$ cat src/rtl/ro_puf_sequencer_if.sv
// Signal bundle between the RO PUF sequencer, its host and the RO mux/counter datapath.
// Latency: none, wires only.
// Backpressure: none; start is a level request, accepted only while the sequencer is idle.
interface ro_puf_sequencer_if #(
  parameter int N_BITS = 8,
  parameter int SEL_W  = 4,
  parameter int CNT_W  = 32
);
  logic              start;
  logic              abort;
  logic [SEL_W-1:0]  challenge;
  logic [CNT_W-1:0]  count_a;
  logic [CNT_W-1:0]  count_b;
  logic [SEL_W-1:0]  sel_a;
  logic [SEL_W-1:0]  sel_b;
  logic              ro_en;
  logic              cnt_clr;
  logic              cnt_en;
  logic              busy;
  logic              done;
  logic [N_BITS-1:0] response;
  logic [N_BITS-1:0] unstable;

  // Sequencer side
  modport master (
    input  start, abort, challenge, count_a, count_b,
    output sel_a, sel_b, ro_en, cnt_clr, cnt_en, busy, done, response, unstable
  );

  // Host / datapath side
  modport slave (
    output start, abort, challenge, count_a, count_b,
    input  sel_a, sel_b, ro_en, cnt_clr, cnt_en, busy, done, response, unstable
  );
endinterface

$ cat src/rtl/ro_puf_sequencer.sv
// Walks N_BITS RO pairs (settle, count window, compare) and builds response/unstable masks.
// Latency: done is high in the DONE state, N_BITS*(SETTLE_CYC+WINDOW_CYC+1)+1 cycles counted from the start edge.
// Backpressure: none; start is ignored while busy, abort returns to IDLE on the next edge.
module ro_puf_sequencer #(
  parameter int N_BITS     = 8,
  parameter int SEL_W      = 4,
  parameter int CNT_W      = 32,
  parameter int SETTLE_CYC = 16,
  parameter int WINDOW_CYC = 1024,
  parameter int MARGIN     = 4
) (
  input  logic               clk,
  input  logic               rst,
  ro_puf_sequencer_if.master bus
);

  localparam int IDX_W   = (N_BITS > 1) ? $clog2(N_BITS) : 1;
  localparam int TMR_MAX = (SETTLE_CYC > WINDOW_CYC) ? SETTLE_CYC : WINDOW_CYC;
  localparam int TMR_W   = $clog2(TMR_MAX + 1);

  typedef enum logic [2:0] {IDLE, SETTLE, MEASURE, COMPARE, DONE} state_t;

  state_t           state;
  state_t           state_nxt;
  logic [IDX_W-1:0] idx;
  logic [TMR_W-1:0] tmr;
  logic             accept;
  logic             last_bit;
  logic             settle_end;
  logic             measure_end;
  logic             a_gt_b;
  logic [CNT_W:0]   diff;

  assign last_bit    = (idx == IDX_W'(N_BITS - 1));
  assign settle_end  = (tmr == TMR_W'(SETTLE_CYC - 1));
  assign measure_end = (tmr == TMR_W'(WINDOW_CYC - 1));

  // Magnitude of the count difference, one bit wider so a full-scale gap cannot wrap.
  assign a_gt_b = (bus.count_a > bus.count_b);
  assign diff   = a_gt_b ? ({1'b0, bus.count_a} - {1'b0, bus.count_b})
                         : ({1'b0, bus.count_b} - {1'b0, bus.count_a});

  // State register; reset drops straight to IDLE, which forces all control outputs low.
  always_ff @(posedge clk or posedge rst) begin
    if (rst) state <= IDLE;
    else     state <= state_nxt;
  end

  // Next-state and Moore control outputs; abort overrides every non-idle transition.
  always_comb begin
    state_nxt   = state;
    accept      = 1'b0;
    bus.ro_en   = 1'b0;
    bus.cnt_clr = 1'b0;
    bus.cnt_en  = 1'b0;
    bus.busy    = 1'b0;
    bus.done    = 1'b0;
    case (state)
      IDLE: begin
        if (bus.start && !bus.abort) begin
          accept    = 1'b1;
          state_nxt = SETTLE;
        end
      end
      SETTLE: begin
        bus.ro_en   = 1'b1;
        bus.cnt_clr = 1'b1;
        bus.busy    = 1'b1;
        if (settle_end) state_nxt = MEASURE;
      end
      MEASURE: begin
        bus.ro_en  = 1'b1;
        bus.cnt_en = 1'b1;
        bus.busy   = 1'b1;
        if (measure_end) state_nxt = COMPARE;
      end
      COMPARE: begin
        bus.ro_en = 1'b1;
        bus.busy  = 1'b1;
        state_nxt = last_bit ? DONE : SETTLE;
      end
      DONE: begin
        bus.busy  = 1'b1;
        bus.done  = 1'b1;
        state_nxt = IDLE;
      end
      default: state_nxt = IDLE;
    endcase
    if (bus.abort && state != IDLE) state_nxt = IDLE;
  end

  // Phase timer: counts cycles spent in SETTLE/MEASURE, restarts on every state change.
  always_ff @(posedge clk or posedge rst) begin
    if (rst) begin
      tmr <= '0;
    end else if ((state_nxt != state) || !(state == SETTLE || state == MEASURE)) begin
      tmr <= '0;
    end else begin
      tmr <= tmr + TMR_W'(1);
    end
  end

  // Bit index, pair selects and result capture; an aborted compare leaves results untouched.
  always_ff @(posedge clk or posedge rst) begin
    if (rst) begin
      idx          <= '0;
      bus.sel_a    <= '0;
      bus.sel_b    <= '0;
      bus.response <= '0;
      bus.unstable <= '0;
    end else if (accept) begin
      idx          <= '0;
      bus.sel_a    <= bus.challenge;
      bus.sel_b    <= bus.challenge + SEL_W'(1);
      bus.response <= '0;
      bus.unstable <= '0;
    end else if (state == COMPARE && !bus.abort) begin
      bus.response[idx] <= a_gt_b;
      bus.unstable[idx] <= (diff < (CNT_W + 1)'(MARGIN));
      if (!last_bit) begin
        idx       <= idx + IDX_W'(1);
        bus.sel_a <= bus.sel_a + SEL_W'(1);
        bus.sel_b <= bus.sel_b + SEL_W'(1);
      end
    end
  end

endmodule

$ cat src/flat_wrapper.sv
// flat-port wrapper written by rule: the top's interface ports become plain ports
module ro_puf_sequencer_flat 
#(
  parameter int N_BITS     = 8,
  parameter int SEL_W      = 4,
  parameter int CNT_W      = 32,
  parameter int SETTLE_CYC = 16,
  parameter int WINDOW_CYC = 1024,
  parameter int MARGIN     = 4
)
  (clk, rst, bus_start, bus_abort, bus_challenge, bus_count_a, bus_count_b, bus_sel_a, bus_sel_b, bus_ro_en, bus_cnt_clr, bus_cnt_en, bus_busy, bus_done, bus_response, bus_unstable);
  ro_puf_sequencer_if #(.N_BITS(N_BITS), .SEL_W(SEL_W), .CNT_W(CNT_W)) bus_i ();
  input  logic clk;
  input  logic rst;
  input wire logic [$bits(bus_i.start)-1:0] bus_start;
  input wire logic [$bits(bus_i.abort)-1:0] bus_abort;
  input wire logic [$bits(bus_i.challenge)-1:0] bus_challenge;
  input wire logic [$bits(bus_i.count_a)-1:0] bus_count_a;
  input wire logic [$bits(bus_i.count_b)-1:0] bus_count_b;
  output wire logic [$bits(bus_i.sel_a)-1:0] bus_sel_a;
  output wire logic [$bits(bus_i.sel_b)-1:0] bus_sel_b;
  output wire logic [$bits(bus_i.ro_en)-1:0] bus_ro_en;
  output wire logic [$bits(bus_i.cnt_clr)-1:0] bus_cnt_clr;
  output wire logic [$bits(bus_i.cnt_en)-1:0] bus_cnt_en;
  output wire logic [$bits(bus_i.busy)-1:0] bus_busy;
  output wire logic [$bits(bus_i.done)-1:0] bus_done;
  output wire logic [$bits(bus_i.response)-1:0] bus_response;
  output wire logic [$bits(bus_i.unstable)-1:0] bus_unstable;
  assign bus_i.start = bus_start;
  assign bus_i.abort = bus_abort;
  assign bus_i.challenge = bus_challenge;
  assign bus_i.count_a = bus_count_a;
  assign bus_i.count_b = bus_count_b;
  assign bus_sel_a = bus_i.sel_a;
  assign bus_sel_b = bus_i.sel_b;
  assign bus_ro_en = bus_i.ro_en;
  assign bus_cnt_clr = bus_i.cnt_clr;
  assign bus_cnt_en = bus_i.cnt_en;
  assign bus_busy = bus_i.busy;
  assign bus_done = bus_i.done;
  assign bus_response = bus_i.response;
  assign bus_unstable = bus_i.unstable;
  ro_puf_sequencer #(.N_BITS(N_BITS), .SEL_W(SEL_W), .CNT_W(CNT_W), .SETTLE_CYC(SETTLE_CYC), .WINDOW_CYC(WINDOW_CYC), .MARGIN(MARGIN)) u_core (.clk(clk), .rst(rst), .bus(bus_i));
endmodule
$ cat config.mk
export PLATFORM = sky130hd
export DESIGN_NAME = ro_puf_sequencer_flat
export DESIGN_NICKNAME = d
export VERILOG_FILES = /design/src/rtl/ro_puf_sequencer_if.sv /design/src/rtl/ro_puf_sequencer.sv /design/src/flat_wrapper.sv
export SDC_FILE = /design/constraint.sdc
export NUM_CORES = 1
export LEC_CHECK = 0
export CAP_MARGIN = 25
export CORE_MARGIN = 8
export CORE_UTILIZATION = 30
export DETAILED_ROUTE_END_ITERATION = 10
export DONT_BUFFER_PORTS = 1
export PLACE_DENSITY = 0.54
export SLEW_MARGIN = 5
export SYNTH_ARGS = -nofsm -noshare
export SYNTH_HDL_FRONTEND = slang
export SYNTH_SLANG_ARGS = --single-unit
$ cat constraint.sdc
create_clock -name clk -period 3.4 [get_ports clk]
set_input_delay 0.68 -clock clk [delete_from_list [all_inputs] [get_ports clk]]
set_output_delay 0.68 -clock clk [all_outputs]
set_load 0.01 [all_outputs]
==> flow_summary.yaml <==
cells_and_area:
  syn2layout_area_growth_pct: 39.8
  nets: 1158
  antenna-diode-count: 0
  post_route_cells_drive_above_1_share: 0.304
  layoutNonFillerInstCount: 1288
  layout.filler_cells: 2077
  multi_input_comb_area_um2: 5200
  postLayoutCellArea_um2: 8620
  register_area_um2: 1030
clock_tree:
  cts-hold-fix-buffers: 0
  cts_inserted_buffers: 5
  clockBufferDepth: 2
  clockRootBuffer: "sky130_fd_sc_hd__clkbuf_16"
  clk_latency_ns: 0.28
  path_clk_slew_ns: 0.06
  tritoncts: "yes"
  ctsHtreeMaxLevel: 2
  clock_sink_count: 41
floorplan:
  die_height_um: 159
  effective_utilization_at_floorplan: 0.305
  die_width_um: 159
  num_io_pins: 101
  dieArea_um2: 25400
  row_count: 52
  core_area_um2: 20200
global_routing:
  gr-total-overflow: 0
  grt_pass1_vias: 6456
  grt_use_total: 0.158
  grt_max_degree: 42
  grt_pass1_wl_mm: 33.7
  grt_antenna_before_repair: 0
status:
  status: "completed"
synth:
  syn_inst: 849
  synthesis.area_um2: 6170
  synth.ff_latch_count: 41
  synth.yosys.warnings: 0
  synth_flop_cell: "sky130_fd_sc_hd__dfrtp_1"
  ys_async_sr_fraction: 1.00
  yosysSeqAreaShare: 0.166
  synth_area_per_cell_um2: 7.26
  synth_enable_flop_cells: 0
  synthDistinctLibCells: 69
  synth_nets: 990
sta:
  max_freq_mhz: 302
  tightest_slew_ns: 0.701
  slew_headroom: 0.531
  finalWorstPathRequiredPeriod_ns: 3.32
  report.final.hold_viol_count: 0
  report.final.setup_viol: 0
  rsz0062_at_grt: "true"
  report.final.slew_viol_count: 0
  clock_skew_ns: 0.00560
  final.period_utilization: 0.975
  timing.final.ws_setup_ns: 0.0836
setup_path:
  critical_path.startpoint: "bus_count_b[10]"
  worst_setup_path_end_kind: "flop"
  path_class: "input pin to flop"
  worstPathMaxFanout: 8
  worstSetupStartpointType: "input pin"
  r2r_slack_ns: 0.90
  crit_end: "u_core.bus.unstable[7]"
  worstPathRequired_ns: 3.60
  critical_path.reg2reg.endpoint: "u_core.tmr[1]"
  crit-reg2reg-launch: "u_core.tmr[0]"
  cp.arrival_ns: 3.52
  worstRegToRegCells: 11
drt:
  drt_pass1_iterations: 5
  detail_route.wl_per_cell_um: 16.7
  drt-vias-per-instance: 5.26
  drt_first_iter_violations: 459
  route.vias.total: 6778
  remaining_number_of_nets_flagged_by_the_antenna_check_after_routing: 0
  drc_errors: 0
  routed_wl_mm: 21.5
power_and_ir_drop:
  power_per_cell_area_nw_per_um2: 277
  vdd_ir_drop_max_uv: 205
  static-leakage-power_uw: 0.00391
placed_design:
  dp.cells: 1261
  pre_cts_ws_ns: -0.570
  dpl.hpwl_mm: 17.7
  placed_cell_area_um2: 7830
  port_buffers: 0
  routabilityCongestion: 0.893
hold_path:
  worstHoldPathType: "input pin to asynchronous set/reset pin"
run:
  max_cap_viol_count: 0
[worst max-delay path, stage by stage]
cell	delay (ns)
sky130_fd_sc_hd__inv_8	0.01
sky130_fd_sc_hd__ha_4	0.28
sky130_fd_sc_hd__nand4_1	0.22
sky130_fd_sc_hd__buf_4	0.22
sky130_fd_sc_hd__nor3_4	0.13
sky130_fd_sc_hd__a21oi_2	0.09
sky130_fd_sc_hd__a2111o_1	0.39
sky130_fd_sc_hd__o21a_4	0.16
sky130_fd_sc_hd__buf_6	0.14
sky130_fd_sc_hd__mux2i_2	0.19
sky130_fd_sc_hd__xnor2_1	0.15
sky130_fd_sc_hd__nand3_1	0.10
sky130_fd_sc_hd__or4_4	0.60
sky130_fd_sc_hd__o21ai_1	0.15
[flip-flops by register name, summed over array words and instances, names as in the netlist]
name	flops
u_core.tmr	11
u_core.bus.response	8
u_core.bus.unstable	8
u_core.bus.sel_a	4
u_core.bus.sel_b	4
u_core.idx	3
u_core.state	3
[routing by layer]
layer | track usage | wire length, um | part of all wire
met1 | 0.217 | 9980 | 0.46
met2 | 0.257 | 9830 | 0.46
met3 | 0.0331 | 1570 | 0.073
met4 | 0.0159 | 136 | 0.0063
met5 | 0 | 0 | 0
[power by group]
group	leakage [uW]	switching, uW	internal (uW)
combinational	0.00329	708	679
clock	0.0000652	180	273
sequential	0.000553	38.0	512
[worst min path at each step]
stage / from / depth (start not counted) / slack, ns / to
final: rst / 2 / 0.41 / u_core.tmr[1]
after global placement: u_core.tmr[0] / 1 / 0.45 / u_core.tmr[0]
after global routing: rst / 2 / 0.47 / u_core.tmr[3]
after CTS: rst / 2 / 0.44 / u_core.tmr[1]
after floorplan: u_core.tmr[0] / 1 / 0.43 / u_core.tmr[0]
after detailed placement: u_core.tmr[0] / 1 / 0.46 / u_core.tmr[0]
[layout by cell type (no fill, tap or decap), types with 12 or more instances in the layout]
master and n:
sky130_fd_sc_hd__a21o_1 14, sky130_fd_sc_hd__a21oi_1 72, sky130_fd_sc_hd__a21oi_2 12, sky130_fd_sc_hd__and2_1 17, sky130_fd_sc_hd__buf_4 196, sky130_fd_sc_hd__dfrtp_1 41
sky130_fd_sc_hd__ha_1 43, sky130_fd_sc_hd__ha_4 25, sky130_fd_sc_hd__inv_1 74, sky130_fd_sc_hd__nand2_1 62, sky130_fd_sc_hd__nand3_1 38, sky130_fd_sc_hd__nand4_1 21
sky130_fd_sc_hd__nor2_1 63, sky130_fd_sc_hd__nor3_1 13, sky130_fd_sc_hd__o211ai_1 13, sky130_fd_sc_hd__o21a_1 14, sky130_fd_sc_hd__o21ai_0 41, sky130_fd_sc_hd__o21ai_1 16
sky130_fd_sc_hd__xnor2_1 29, sky130_fd_sc_hd__xor2_1 19
[cell usage after synthesis (11+ instances only)]
cell / n / area [um2]
sky130_fd_sc_hd__a21o_1: 14 / 105
sky130_fd_sc_hd__a21oi_1: 85 / 425
sky130_fd_sc_hd__and2_1: 17 / 106
sky130_fd_sc_hd__buf_2: 17 / 85.1
sky130_fd_sc_hd__clkbuf_1: 17 / 63.8
sky130_fd_sc_hd__dfrtp_1: 41 / 1030
sky130_fd_sc_hd__ha_1: 69 / 863
sky130_fd_sc_hd__inv_1: 85 / 319
sky130_fd_sc_hd__mux2i_1: 11 / 110
sky130_fd_sc_hd__nand2_1: 63 / 236
sky130_fd_sc_hd__nand3_1: 39 / 195
sky130_fd_sc_hd__nand4_1: 21 / 131
sky130_fd_sc_hd__nor2_1: 64 / 240
sky130_fd_sc_hd__nor3_1: 19 / 95.1
sky130_fd_sc_hd__o211ai_1: 13 / 97.6
sky130_fd_sc_hd__o21a_1: 15 / 113
sky130_fd_sc_hd__o21ai_0: 47 / 235
sky130_fd_sc_hd__o21ai_1: 13 / 65.1
sky130_fd_sc_hd__xnor2_1: 29 / 254
sky130_fd_sc_hd__xor2_1: 19 / 166
[cell type report]
class / instances / area share
Timing Repair Buffer: 203 / 0.182
Clock buffer: 8 / 0.0158
Multi-Input combinational cell: 681 / 0.604
Sequential cell: 41 / 0.119
Tap cell: 270 / 0.0392
Inverter: 85 / 0.0402
[stage by stage]
step           power (uW)  utilization  hold slack (ns)  setup TNS [ns]
3_3_place_gp         1780        0.387            0.448           -4.27
4_1_cts              2270        0.400            0.438               0
3_5_place_dp         1790        0.387            0.459           -4.51
5_1_grt              2550        0.426            0.467          -0.252
6_report             2390        0.426            0.414               0
2_1_floorplan        1320            -            0.425           -1.09
[timing repair]
| item | in CTS | in global routing |
|---|---|---|
| pin swaps | 3 | 31 |
| resized for setup | 19 | 82 |
| gates cloned | 0 | 0 |
| setup buffers | 3 | 16 |
| endpoints found under the hold margin | 0 | 0 |
| setup endpoints to repair | 8 | 8 |
[kinds of logic (layout without fill, tap and decap cells)]
kind of cell,after synthesis,in the layout,synth area share
AOI/OAI and AO/OA,270,270,0.284
xor gates and xnor gates,48,48,0.0682
adders and majority gates,69,69,0.140
buffers and inverters,127,296,0.0868
DFF,41,41,0.166
muxes,14,14,0.0233
and+or+nand+nor,280,280,0.231
(Power assumes the default switching activity.)
